## src/rtl/poly_synth_core_if.sv

```systemverilog
// Key-event channel between the keypad/lookup front end and poly_synth_core.
//   ev_valid  key event offered (master -> slave)
//   ev_ready  event accepted when ev_valid & ev_ready (slave -> master)
//   ev_on     1 = key-on, 0 = key-off
//   ev_key    key id 0..14 (15 is accepted and ignored)
//   ev_inc    phase increment for key-on, PHASE_W bits
interface poly_synth_core_if #(
  parameter int unsigned PHASE_W = 16
);
  logic               ev_valid;
  logic               ev_ready;
  logic               ev_on;
  logic [3:0]         ev_key;
  logic [PHASE_W-1:0] ev_inc;

  modport master (output ev_valid, ev_on, ev_key, ev_inc, input ev_ready);
  modport slave  (input ev_valid, ev_on, ev_key, ev_inc, output ev_ready);
endinterface

```

## src/rtl/poly_synth_core.sv

```systemverilog
// Polyphonic synth core: VOICES phase-accumulator voices with key-event
// allocation (retrigger, lowest free voice, round-robin steal), a global
// waveshape mode, an averaging mixer and an 8-bit PWM output stage.
// Ports:
//   clk, rst      system clock, synchronous active-high reset
//   en            1 = phases run; 0 = phases frozen, mix forced to 128
//   mode_edge     1-cycle pulse advancing the waveshape mode
//   ev            key-event channel (slave side)
//   mode          0 square, 1 saw, 2 triangle, 3 mute
//   voice_active  per-voice busy flags
//   sample_o      mixed unsigned sample (128 = silence), sample_valid pulses on update
//   pwm_o         PWM audio output
module poly_synth_core #(
  parameter int unsigned VOICES     = 4,
  parameter int unsigned PHASE_W    = 16,
  parameter int unsigned SAMPLE_DIV = 256
) (
  input  logic               clk,
  input  logic               rst,
  input  logic               en,
  input  logic               mode_edge,
  poly_synth_core_if.slave   ev,
  output logic [1:0]         mode,
  output logic [VOICES-1:0]  voice_active,
  output logic [7:0]         sample_o,
  output logic               sample_valid,
  output logic               pwm_o
);

  localparam int unsigned LV    = $clog2(VOICES);
  localparam int unsigned CNT_W = $clog2(SAMPLE_DIV);
  localparam int unsigned SUM_W = 8 + LV;

  typedef enum logic [1:0] {
    MODE_SQUARE = 2'd0,
    MODE_SAW    = 2'd1,
    MODE_TRI    = 2'd2,
    MODE_MUTE   = 2'd3
  } mode_t;

  logic [CNT_W-1:0]   tick_cnt;
  logic               tick;
  logic               accept;
  logic [VOICES-1:0]  active;
  logic [3:0]         key_q     [VOICES];
  logic [PHASE_W-1:0] inc_q     [VOICES];
  logic [PHASE_W-1:0] phase_q   [VOICES];
  logic [PHASE_W-1:0] phase_adv [VOICES];
  logic [LV-1:0]      steal_ptr;
  mode_t              mode_q;
  logic [7:0]         pwm_cnt;

  logic               hit;
  logic [LV-1:0]      hit_idx;
  logic               free_found;
  logic [LV-1:0]      free_idx;
  logic [LV-1:0]      load_idx;
  logic [7:0]         p;
  logic [7:0]         vv;
  logic [SUM_W-1:0]   sum;
  logic [7:0]         mix;

  assign tick         = (tick_cnt == CNT_W'(SAMPLE_DIV - 1));
  // Events are held off on tick cycles so phase advance and voice loads never collide.
  assign ev.ev_ready  = !rst && !tick;
  assign accept       = ev.ev_valid && ev.ev_ready;
  assign mode         = mode_q;
  assign voice_active = active;

  // Holder lookup and lowest free voice; first match wins.
  always_comb begin
    hit        = 1'b0;
    hit_idx    = '0;
    free_found = 1'b0;
    free_idx   = '0;
    for (int unsigned i = 0; i < VOICES; i++) begin
      if (!hit && active[i] && key_q[i] == ev.ev_key) begin
        hit     = 1'b1;
        hit_idx = LV'(i);
      end
      if (!free_found && !active[i]) begin
        free_found = 1'b1;
        free_idx   = LV'(i);
      end
    end
    load_idx = free_found ? free_idx : steal_ptr;
  end

  // Mixer works on the post-advance phases so the sample registered on the
  // tick edge already reflects the updated voices.
  always_comb begin
    sum = '0;
    p   = '0;
    vv  = '0;
    for (int unsigned i = 0; i < VOICES; i++) begin
      phase_adv[i] = active[i] ? phase_q[i] + inc_q[i] : phase_q[i];
      p = phase_adv[i][PHASE_W-1 -: 8];
      case (mode_q)
        MODE_SQUARE: vv = p[7] ? 8'd255 : 8'd0;
        MODE_SAW:    vv = p;
        MODE_TRI:    vv = p[7] ? ~{p[6:0], 1'b0} : {p[6:0], 1'b0};
        default:     vv = 8'd128;
      endcase
      if (!active[i]) vv = 8'd128;
      sum = sum + SUM_W'(vv);
    end
    mix = sum[SUM_W-1:LV];
  end

  always_ff @(posedge clk) begin
    if (rst) begin
      tick_cnt     <= '0;
      active       <= '0;
      steal_ptr    <= '0;
      mode_q       <= MODE_SQUARE;
      sample_o     <= 8'd128;
      sample_valid <= 1'b0;
      pwm_cnt      <= '0;
      pwm_o        <= 1'b0;
      for (int unsigned i = 0; i < VOICES; i++) begin
        key_q[i]   <= '0;
        inc_q[i]   <= '0;
        phase_q[i] <= '0;
      end
    end else begin
      tick_cnt <= tick ? '0 : tick_cnt + CNT_W'(1);

      if (tick && en) begin
        for (int unsigned i = 0; i < VOICES; i++) phase_q[i] <= phase_adv[i];
      end

      if (accept && ev.ev_key != 4'hF) begin
        if (ev.ev_on) begin
          if (hit) begin
            phase_q[hit_idx] <= '0;
            inc_q[hit_idx]   <= ev.ev_inc;
          end else begin
            active[load_idx]  <= 1'b1;
            key_q[load_idx]   <= ev.ev_key;
            inc_q[load_idx]   <= ev.ev_inc;
            phase_q[load_idx] <= '0;
            if (!free_found) steal_ptr <= steal_ptr + LV'(1);
          end
        end else if (hit) begin
          active[hit_idx]  <= 1'b0;
          phase_q[hit_idx] <= '0;
        end
      end

      if (mode_edge) mode_q <= mode_t'(mode_q + 2'd1);

      sample_valid <= tick;
      if (tick) sample_o <= en ? mix : 8'd128;

      pwm_cnt <= pwm_cnt + 8'd1;
      pwm_o   <= (pwm_cnt < sample_o);
    end
  end

endmodule
```

## src/flat_wrapper.sv

```systemverilog
// flat-port wrapper written by rule: the top's interface ports become plain ports
module poly_synth_core_flat 
#(
  parameter int unsigned VOICES     = 4,
  parameter int unsigned PHASE_W    = 16,
  parameter int unsigned SAMPLE_DIV = 256
)
  (clk, rst, en, mode_edge, mode, voice_active, sample_o, sample_valid, pwm_o, ev_ev_valid, ev_ev_on, ev_ev_key, ev_ev_inc, ev_ev_ready);
  poly_synth_core_if #(.PHASE_W(PHASE_W)) ev_i ();
  input  logic clk;
  input  logic rst;
  input  logic en;
  input  logic mode_edge;
  output logic [1:0] mode;
  output logic [VOICES-1:0] voice_active;
  output logic [7:0] sample_o;
  output logic sample_valid;
  output logic pwm_o;
  input wire logic [$bits(ev_i.ev_valid)-1:0] ev_ev_valid;
  input wire logic [$bits(ev_i.ev_on)-1:0] ev_ev_on;
  input wire logic [$bits(ev_i.ev_key)-1:0] ev_ev_key;
  input wire logic [$bits(ev_i.ev_inc)-1:0] ev_ev_inc;
  output wire logic [$bits(ev_i.ev_ready)-1:0] ev_ev_ready;
  assign ev_i.ev_valid = ev_ev_valid;
  assign ev_i.ev_on = ev_ev_on;
  assign ev_i.ev_key = ev_ev_key;
  assign ev_i.ev_inc = ev_ev_inc;
  assign ev_ev_ready = ev_i.ev_ready;
  poly_synth_core #(.VOICES(VOICES), .PHASE_W(PHASE_W), .SAMPLE_DIV(SAMPLE_DIV)) u_core (.clk(clk), .rst(rst), .en(en), .mode_edge(mode_edge), .ev(ev_i), .mode(mode), .voice_active(voice_active), .sample_o(sample_o), .sample_valid(sample_valid), .pwm_o(pwm_o));
endmodule
```

## config.mk

```make
export PLATFORM = sky130hd
export DESIGN_NAME = poly_synth_core_flat
export DESIGN_NICKNAME = d
export VERILOG_FILES = /design/src/rtl/poly_synth_core_if.sv /design/src/rtl/poly_synth_core.sv /design/src/flat_wrapper.sv
export SDC_FILE = /design/constraint.sdc
export NUM_CORES = 1
export LEC_CHECK = 0
export CAP_MARGIN = 20
export CORE_ASPECT_RATIO = 1.1
export CORE_UTILIZATION = 56
export CTS_BUF_LIST = sky130_fd_sc_hd__clkbuf_16
export CTS_CLUSTER_DIAMETER = 50
export DETAILED_ROUTE_END_ITERATION = 12
export PLACE_DENSITY = 0.75
export SLEW_MARGIN = 20
export SYNTH_ARGS = -nofsm -noshare
export SYNTH_HDL_FRONTEND = slang
export SYNTH_SLANG_ARGS = --single-unit
```

## constraint.sdc

```tcl
create_clock -name clk -period 5.37 [get_ports clk]
set_input_delay 1.074 -clock clk [delete_from_list [all_inputs] [get_ports clk]]
set_output_delay 1.074 -clock clk [all_outputs]
set_load 0.05 [all_outputs]
```

==> results of run 1 <==
cell usage after synthesis (49+ instances only):
master	n
nand2_1	98
a21oi_1	100
and2_1	72
inv_1	56
nor2_1	116
xor2_1	49
o21ai_0	56
dfxtp_1	98
xnor2_1	65
nand3_1	56
edfxtp_1	80
ha_1	92
final cells by class:
class                      instances  area [um2]
clock buffer                      19         475
clock inverter                    13        95.1
fill                            1579        6640
inverter                          60         228
multi-input combinational       1028        7450
sequential                       178        4360
tap                              285         357
timing repair buffer             132        1100
cell usage in the layout (no fill, tap or decap), drive strengths merged, types with 34 or more instances in the layout:
cell / synthesis / routed
clkdlybuf4s50: 0 / 42
a211oi: 34 / 34
dfxtp: 98 / 98
xor2: 49 / 49
nand3: 57 / 57
o21ai: 64 / 64
a21oi: 100 / 100
nor2: 118 / 118
and2: 73 / 73
xnor2: 66 / 66
buf: 17 / 90
edfxtp: 80 / 80
ha: 92 / 92
inv: 58 / 68
nand2: 100 / 100
sequential cells by signal, indices dropped and copies added, names as in the netlist:
register and cells:
u_core.sample_valid 1, u_core.mode 2, u_core.inc_q 64, u_core.phase_q 64, u_core.tick_cnt 8, u_core.key_q 16, u_core.voice_active 4, u_core.sample_o 8
u_core.pwm_o 1, u_core.pwm_cnt 8, u_core.steal_ptr 2
what timing repair did:
action                     in CTS  in global routing
gates resized for setup        21                 42
pin swaps                      23                 40
setup endpoints to repair       5                  6
setup buffers                   8                  8
path summary, 6_finish.rpt:
path / to / startpoint / slack, ns
worst min register to register: u_core.pwm_cnt[0]$_SDFF_PP0_ / u_core.pwm_cnt[0]$_SDFF_PP0_ / 0.46
worst max register to register: u_core.sample_o[7]$_SDFFE_PP1P_ / u_core.inc_q[1][6]$_SDFFCE_PN0P_ / -0.06
worst min-delay path: u_core.pwm_cnt[0]$_SDFF_PP0_ / u_core.pwm_cnt[0]$_SDFF_PP0_ / 0.46
worst max-delay path: u_core.sample_o[7]$_SDFFE_PP1P_ / u_core.inc_q[1][6]$_SDFFCE_PN0P_ / -0.06
worst max-delay path: cells and delay by family, from the launching register on:
| kind | cells | cell delay (ns) |
|---|---|---|
| adders and majority gates | 5 | 1.88 |
| AOI/OAI and AO/OA | 14 | 2.17 |
| DFF | 1 | 0.42 |
| and+or+nand+nor | 6 | 0.78 |
| buffers and inverters | 1 | 0.04 |
logic make-up after synthesis:
group	count (synthesis)	share of synthesized area [%]
flops	178	36.5
mux	22	1.91
buf+inv	110	3.89
compound gates	322	17.5
fa+ha+maj	105	11.8
xor+xnor	115	8.58
simple gates	464	19.8
layer usage:
layer	vias to the layer above	wire (um)	track usage, %	part of all wire (%)
li1	4882	-	-	-
met1	4750	13000	34.4	44
met2	238	14600	47.6	49
met3	55	1000	3.45	3.4
met4	0	949	12.3	3.2
met5	-	0	0	0
power by group through the flow:
stage	clock [uW]	sequential, uW	combinational [uW]
3_5_place_dp	0	1490	241
6_report	1220	1460	250
3_3_place_gp	0	1490	237
4_1_cts	1230	1460	244
5_1_grt	1270	1470	273
2_1_floorplan	0	1490	148
metrics by stage:
step / util (%) / std cells / hold WS [ns] / power [uW]
final: 68.0 / 1715 / 0.459 / 2930
after global routing: 68.0 / 1715 / 0.485 / 3010
after CTS: 66.9 / 1709 / 0.464 / 2930
after detailed placement: 63.4 / 1669 / 0.449 / 1730
after global placement: 63.4 / 1669 / 0.438 / 1730
after floorplan: - / 1316 / 0.421 / 1640
==> flow_metrics.env, run 1 <==
export IMPL_cp_end_kind="register"
export IMPL_ios=43
export IMPL_violations="negative setup slack"
export IMPL_drtAntennaViolNets=0
export IMPL_preCtsSetupSlack_ns=-0.136
export IMPL_num_rows=55
export IMPL_vias_per_cell=5.79
export IMPL_cap_violations=0
export IMPL_synth_top_area_cell="edfxtp_1"
export IMPL_cts_buffers=17
export IMPL_synthFlopType="dfxtp_1"
export IMPL_grt_pass1_vias=9560
export IMPL_internal_power_uw=2200
export IMPL_syn_num_nets=1447
export IMPL_dieHeight_um=155
export IMPL_place_gp_congestion=0.890
export IMPL_syn_area_per_cell_um2=9.08
export IMPL_cts_path_max_buffers=2
export IMPL_final_max_slew_viol_count=0
export IMPL_final_cell_area_um2=14100
export IMPL_cpMaxStageDelayCell="fa_2"
export IMPL_die_w_um=141
export IMPL_hold_path_depth=1
export IMPL_worst_pin_slew_ns=1.02
export IMPL_numPortBuffers=42
export IMPL_netlist_instances=1316
export IMPL_critPathLaunchType="register"
export IMPL_worst_slack_ns=-0.0559
export IMPL_synth_cell_types=83
export IMPL_power_frac_seq_pct=50.0
export IMPL_combPwrFrac_pct=8.5
export IMPL_drive_above_1_share_pct=15.0
export IMPL_clockPowerShare_pct=41.5
export IMPL_required_ns=5.68
export IMPL_rsz0062_at_grt="yes"
export IMPL_power_switching_uw=731
export IMPL_fmax_mhz=184
export IMPL_tritoncts="built"
export IMPL_drt_wl_total_um=29500
export IMPL_clkLatencyLatePin_ns=0.44
export IMPL_pwr_density_cell_nw_per_um2=208
export IMPL_ys_ff_latch=178
export IMPL_grt_antenna_before_repair=0
export IMPL_cts_root_buf="clkbuf_16"
export IMPL_synth_async_reset_ratio_pct=0
export IMPL_synth_edff_count=80
export IMPL_area_growth_pct=17.8
export IMPL_first_pass_iters=5
export IMPL_syn_area_um2=12000
export IMPL_path_clk_slew_ns=0.07
export IMPL_arrival_ns=5.74
export IMPL_p_leak_uw=0.00572
export IMPL_period_minus_slack_ns=5.43
export IMPL_clock_sinks=178
export IMPL_ir_drop_v=0.000199
export IMPL_grt_first_pass_wirelength_um=47300
export IMPL_synth_top_area_share_pct=20.1
export IMPL_antenna_cells=0
export IMPL_vias=9925
export IMPL_switching_share_pct=25.0
export IMPL_reg2regPathDepth=26
export IMPL_worstSetupPathType="register to register"
export IMPL_setup_tns_ns=-0.0982
export IMPL_cts_hold_buf=0
export IMPL_seq_area_frac_synth_pct=36.5
export IMPL_grt_usage_pct=27.6
export IMPL_final_nets=1548
export IMPL_placed_area_um2=13100
export IMPL_setup_viol=3
export IMPL_dieArea_um2=21900
export IMPL_grt_overflow_total=0
export IMPL_finalCritPeriodShare_pct=101
export IMPL_drcViolationCount=0
export IMPL_h_tree_depth=4
export IMPL_relSlewSlack_pct=31.2
export IMPL_crit_top_cell="a21o_1"
export IMPL_synth_area_leaders="edfxtp_1, dfxtp_1, ha_1, xnor2_1, a21oi_1"
export IMPL_routedWlPerCell_um=17.2
export IMPL_hpwl_um=21600
export IMPL_grt_max_degree=46
export IMPL_status="complete, but fails checks"
export IMPL_crit_fanout=5
export IMPL_min_path_type="register to register"
export IMPL_fin_worst_skew_ns=0.0136
export IMPL_synth_warnings=0
export IMPL_hold_viol_final=0
export IMPL_drtIter0Drc=575
export IMPL_start_util_pct=57.7
export IMPL_core_um2=20700
export IMPL_critPathMaxStageDelay_ns=0.53
No activity file was read; power rests on OpenSTA's default activity.
==> inputs of run 2 (changes only) <==
- CORE_UTILIZATION: 56 -> 60
- PLACE_DENSITY: 0.75 -> 0.76
- clock period: 5.37 -> 5.8 ns (I/O delays scaled with it)
==> flow_metrics.env, run 2 (same netlist as run 1, synthesis figures left out) <==
export IMPL_cts_root_buf="clkbuf_16"
export IMPL_hpwl_um=21200
export IMPL_grt_usage_pct=29.3
export IMPL_vias_per_cell=6.01
export IMPL_drive_above_1_share_pct=9.62
export IMPL_drcViolationCount=0
export IMPL_hold_ws_ns=0.457
export IMPL_worst_pin_slew_ns=1.01
export IMPL_first_pass_iters=5
export IMPL_grt_antenna_before_repair=0
export IMPL_cpMaxStageDelayCell="fa_1"
export IMPL_cts_path_max_buffers=2
export IMPL_status="finished clean"
export IMPL_num_rows=53
export IMPL_relSlewSlack_pct=32.2
export IMPL_placed_area_um2=12700
export IMPL_critPathMaxStageDelay_ns=0.54
export IMPL_rsz0062_at_grt="yes"
export IMPL_grt_max_degree=46
export IMPL_setup_viol=0
export IMPL_layout_common_cells="nor2_1, nand2_1, dfxtp_1"
export IMPL_cp_end_kind="register"
export IMPL_reg_largest_list="u_core.inc_q x64, u_core.phase_q x64, u_core.key_q x16"
export IMPL_h_tree_depth=4
export IMPL_place_gp_congestion=0.907
export IMPL_final_nets=1500
export IMPL_clock_sinks=178
export IMPL_layout_commonest_cell="nor2_1"
export IMPL_fmax_mhz=179
export IMPL_hold_viol_final=0
export IMPL_drtAntennaViolNets=0
export IMPL_cts_hold_buf=0
export IMPL_start_util_pct=61.9
export IMPL_final_max_slew_viol_count=0
export IMPL_critPathLaunchType="register"
export IMPL_worst_slack_ns=0.220
export IMPL_pwr_density_cell_nw_per_um2=199
export IMPL_final_cell_area_um2=13400
export IMPL_drtIter0Drc=731
export IMPL_grt_pass1_vias=9086
export IMPL_core_um2=19300
export IMPL_area_growth_pct=12.4
export IMPL_required_ns=6.19
export IMPL_path_cells="ha_1, a21o_1, a21o_1, a221oi_2, o21ai_1, nand2_1, a21boi_1, or3_1, a32o_2, buf_4, xor2_1, o22ai_1, ha_1, a21oi_2, xnor2_1, fa_1, inv_1, ha_4, and4b_1, a211o_1, a211oi_2, mux2_4, nand3_1"
export IMPL_ios=43
export IMPL_cts_buffers=17
export IMPL_critPathLaunch="u_core.inc_q[1][6]$_SDFFCE_PN0P_"
export IMPL_finalCritPeriodShare_pct=96.2
export IMPL_worstSetupPathType="register to register"
export IMPL_dieHeight_um=150
export IMPL_grt_overflow_total=0
export IMPL_drt_wl_total_um=28900
export IMPL_ir_drop_v=0.000205
export IMPL_grt_first_pass_wirelength_um=46300
export IMPL_r2r_start="u_core.inc_q[1][6]$_SDFFCE_PN0P_"
export IMPL_antenna_cells=0
export IMPL_vias=9791
export IMPL_routedWlPerCell_um=17.8
export IMPL_clkLatencyLatePin_ns=0.45
export IMPL_numPortBuffers=42
export IMPL_min_path_type="register to register"
export IMPL_die_w_um=137
export IMPL_crit_fanout=5
export IMPL_path_clk_slew_ns=0.07
export IMPL_hp_start="u_core.pwm_cnt[0]$_SDFF_PP0_"
export IMPL_period_minus_slack_ns=5.58
export IMPL_tritoncts="built"
export IMPL_preCtsSetupSlack_ns=-0.0669
export IMPL_fin_worst_skew_ns=0.0119
export IMPL_cap_violations=0
export IMPL_arrival_ns=5.97
export IMPL_dieArea_um2=20500
export IMPL_p_leak_uw=0.00546
[run 2: final cells by class]
cell class | instances | area (um2)
multi-input combinational | 1028 | 7250
tap | 247 | 309
inverter | 60 | 228
clock inverter | 14 | 98.8
fill | 1532 | 5860
clock buffer | 18 | 450
sequential | 178 | 4360
timing repair buffer | 84 | 739
[run 2: metrics by stage]
step	cells	util, %	TNS, ns	power (uW)
floorplan	1316	-	0	1520
global placement	1594	66.0	0	1600
detailed placement	1594	66.0	-0.0669	1600
CTS	1626	69.0	0	2690
global route	1629	69.6	-0.00739	2770
finish	1629	69.6	0	2680
[run 2: report_power, final]
group	switching, uW	internal [uW]	total (uW)
clock network	525	578	1100
registers	15.7	1340	1350
logic	140	84.5	225
total	681	2000	2680
[run 2: routing by layer]
layer / up-vias / GRT usage, % / part of all wire (%)
li1: 4789 / - / -
met2: 278 / 47.5 / 47
met3: 64 / 3.93 / 4.3
met4: 0 / 12.1 / 3.2
met5: - / 0 / 0
met1: 4660 / 39.1 / 45
[run 2: worst max-delay path, delay by kind of cell (launching register included)]
| kind | cells | cell delay, ns |
|---|---|---|
| fa+ha+maj | 4 | 1.43 |
| xor+xnor | 2 | 0.26 |
| buf+inv | 2 | 0.22 |
| flops | 1 | 0.39 |
| simple gates | 4 | 0.77 |
| mux | 1 | 0.32 |
| compound gates | 10 | 2.13 |
[run 2: what timing repair did]
item,CTS,global route
resized for setup,4,31
buffers inserted,0,3
endpoints found under the setup margin,2,5
cloned,0,0
pin swaps,1,21
[run 2: path summary, 6_finish.rpt]
| kind | to | slack (ns) | cells past startpoint |
|---|---|---|---|
| setup reg to reg | u_core.sample_o[6]$_SDFFE_PP0P_ | 0.22 | 23 |
| hold / removal | u_core.pwm_cnt[0]$_SDFF_PP0_ | 0.46 | 1 |
| setup / recovery | u_core.sample_o[6]$_SDFFE_PP0P_ | 0.22 | 23 |
| hold reg to reg | u_core.pwm_cnt[0]$_SDFF_PP0_ | 0.46 | 1 |
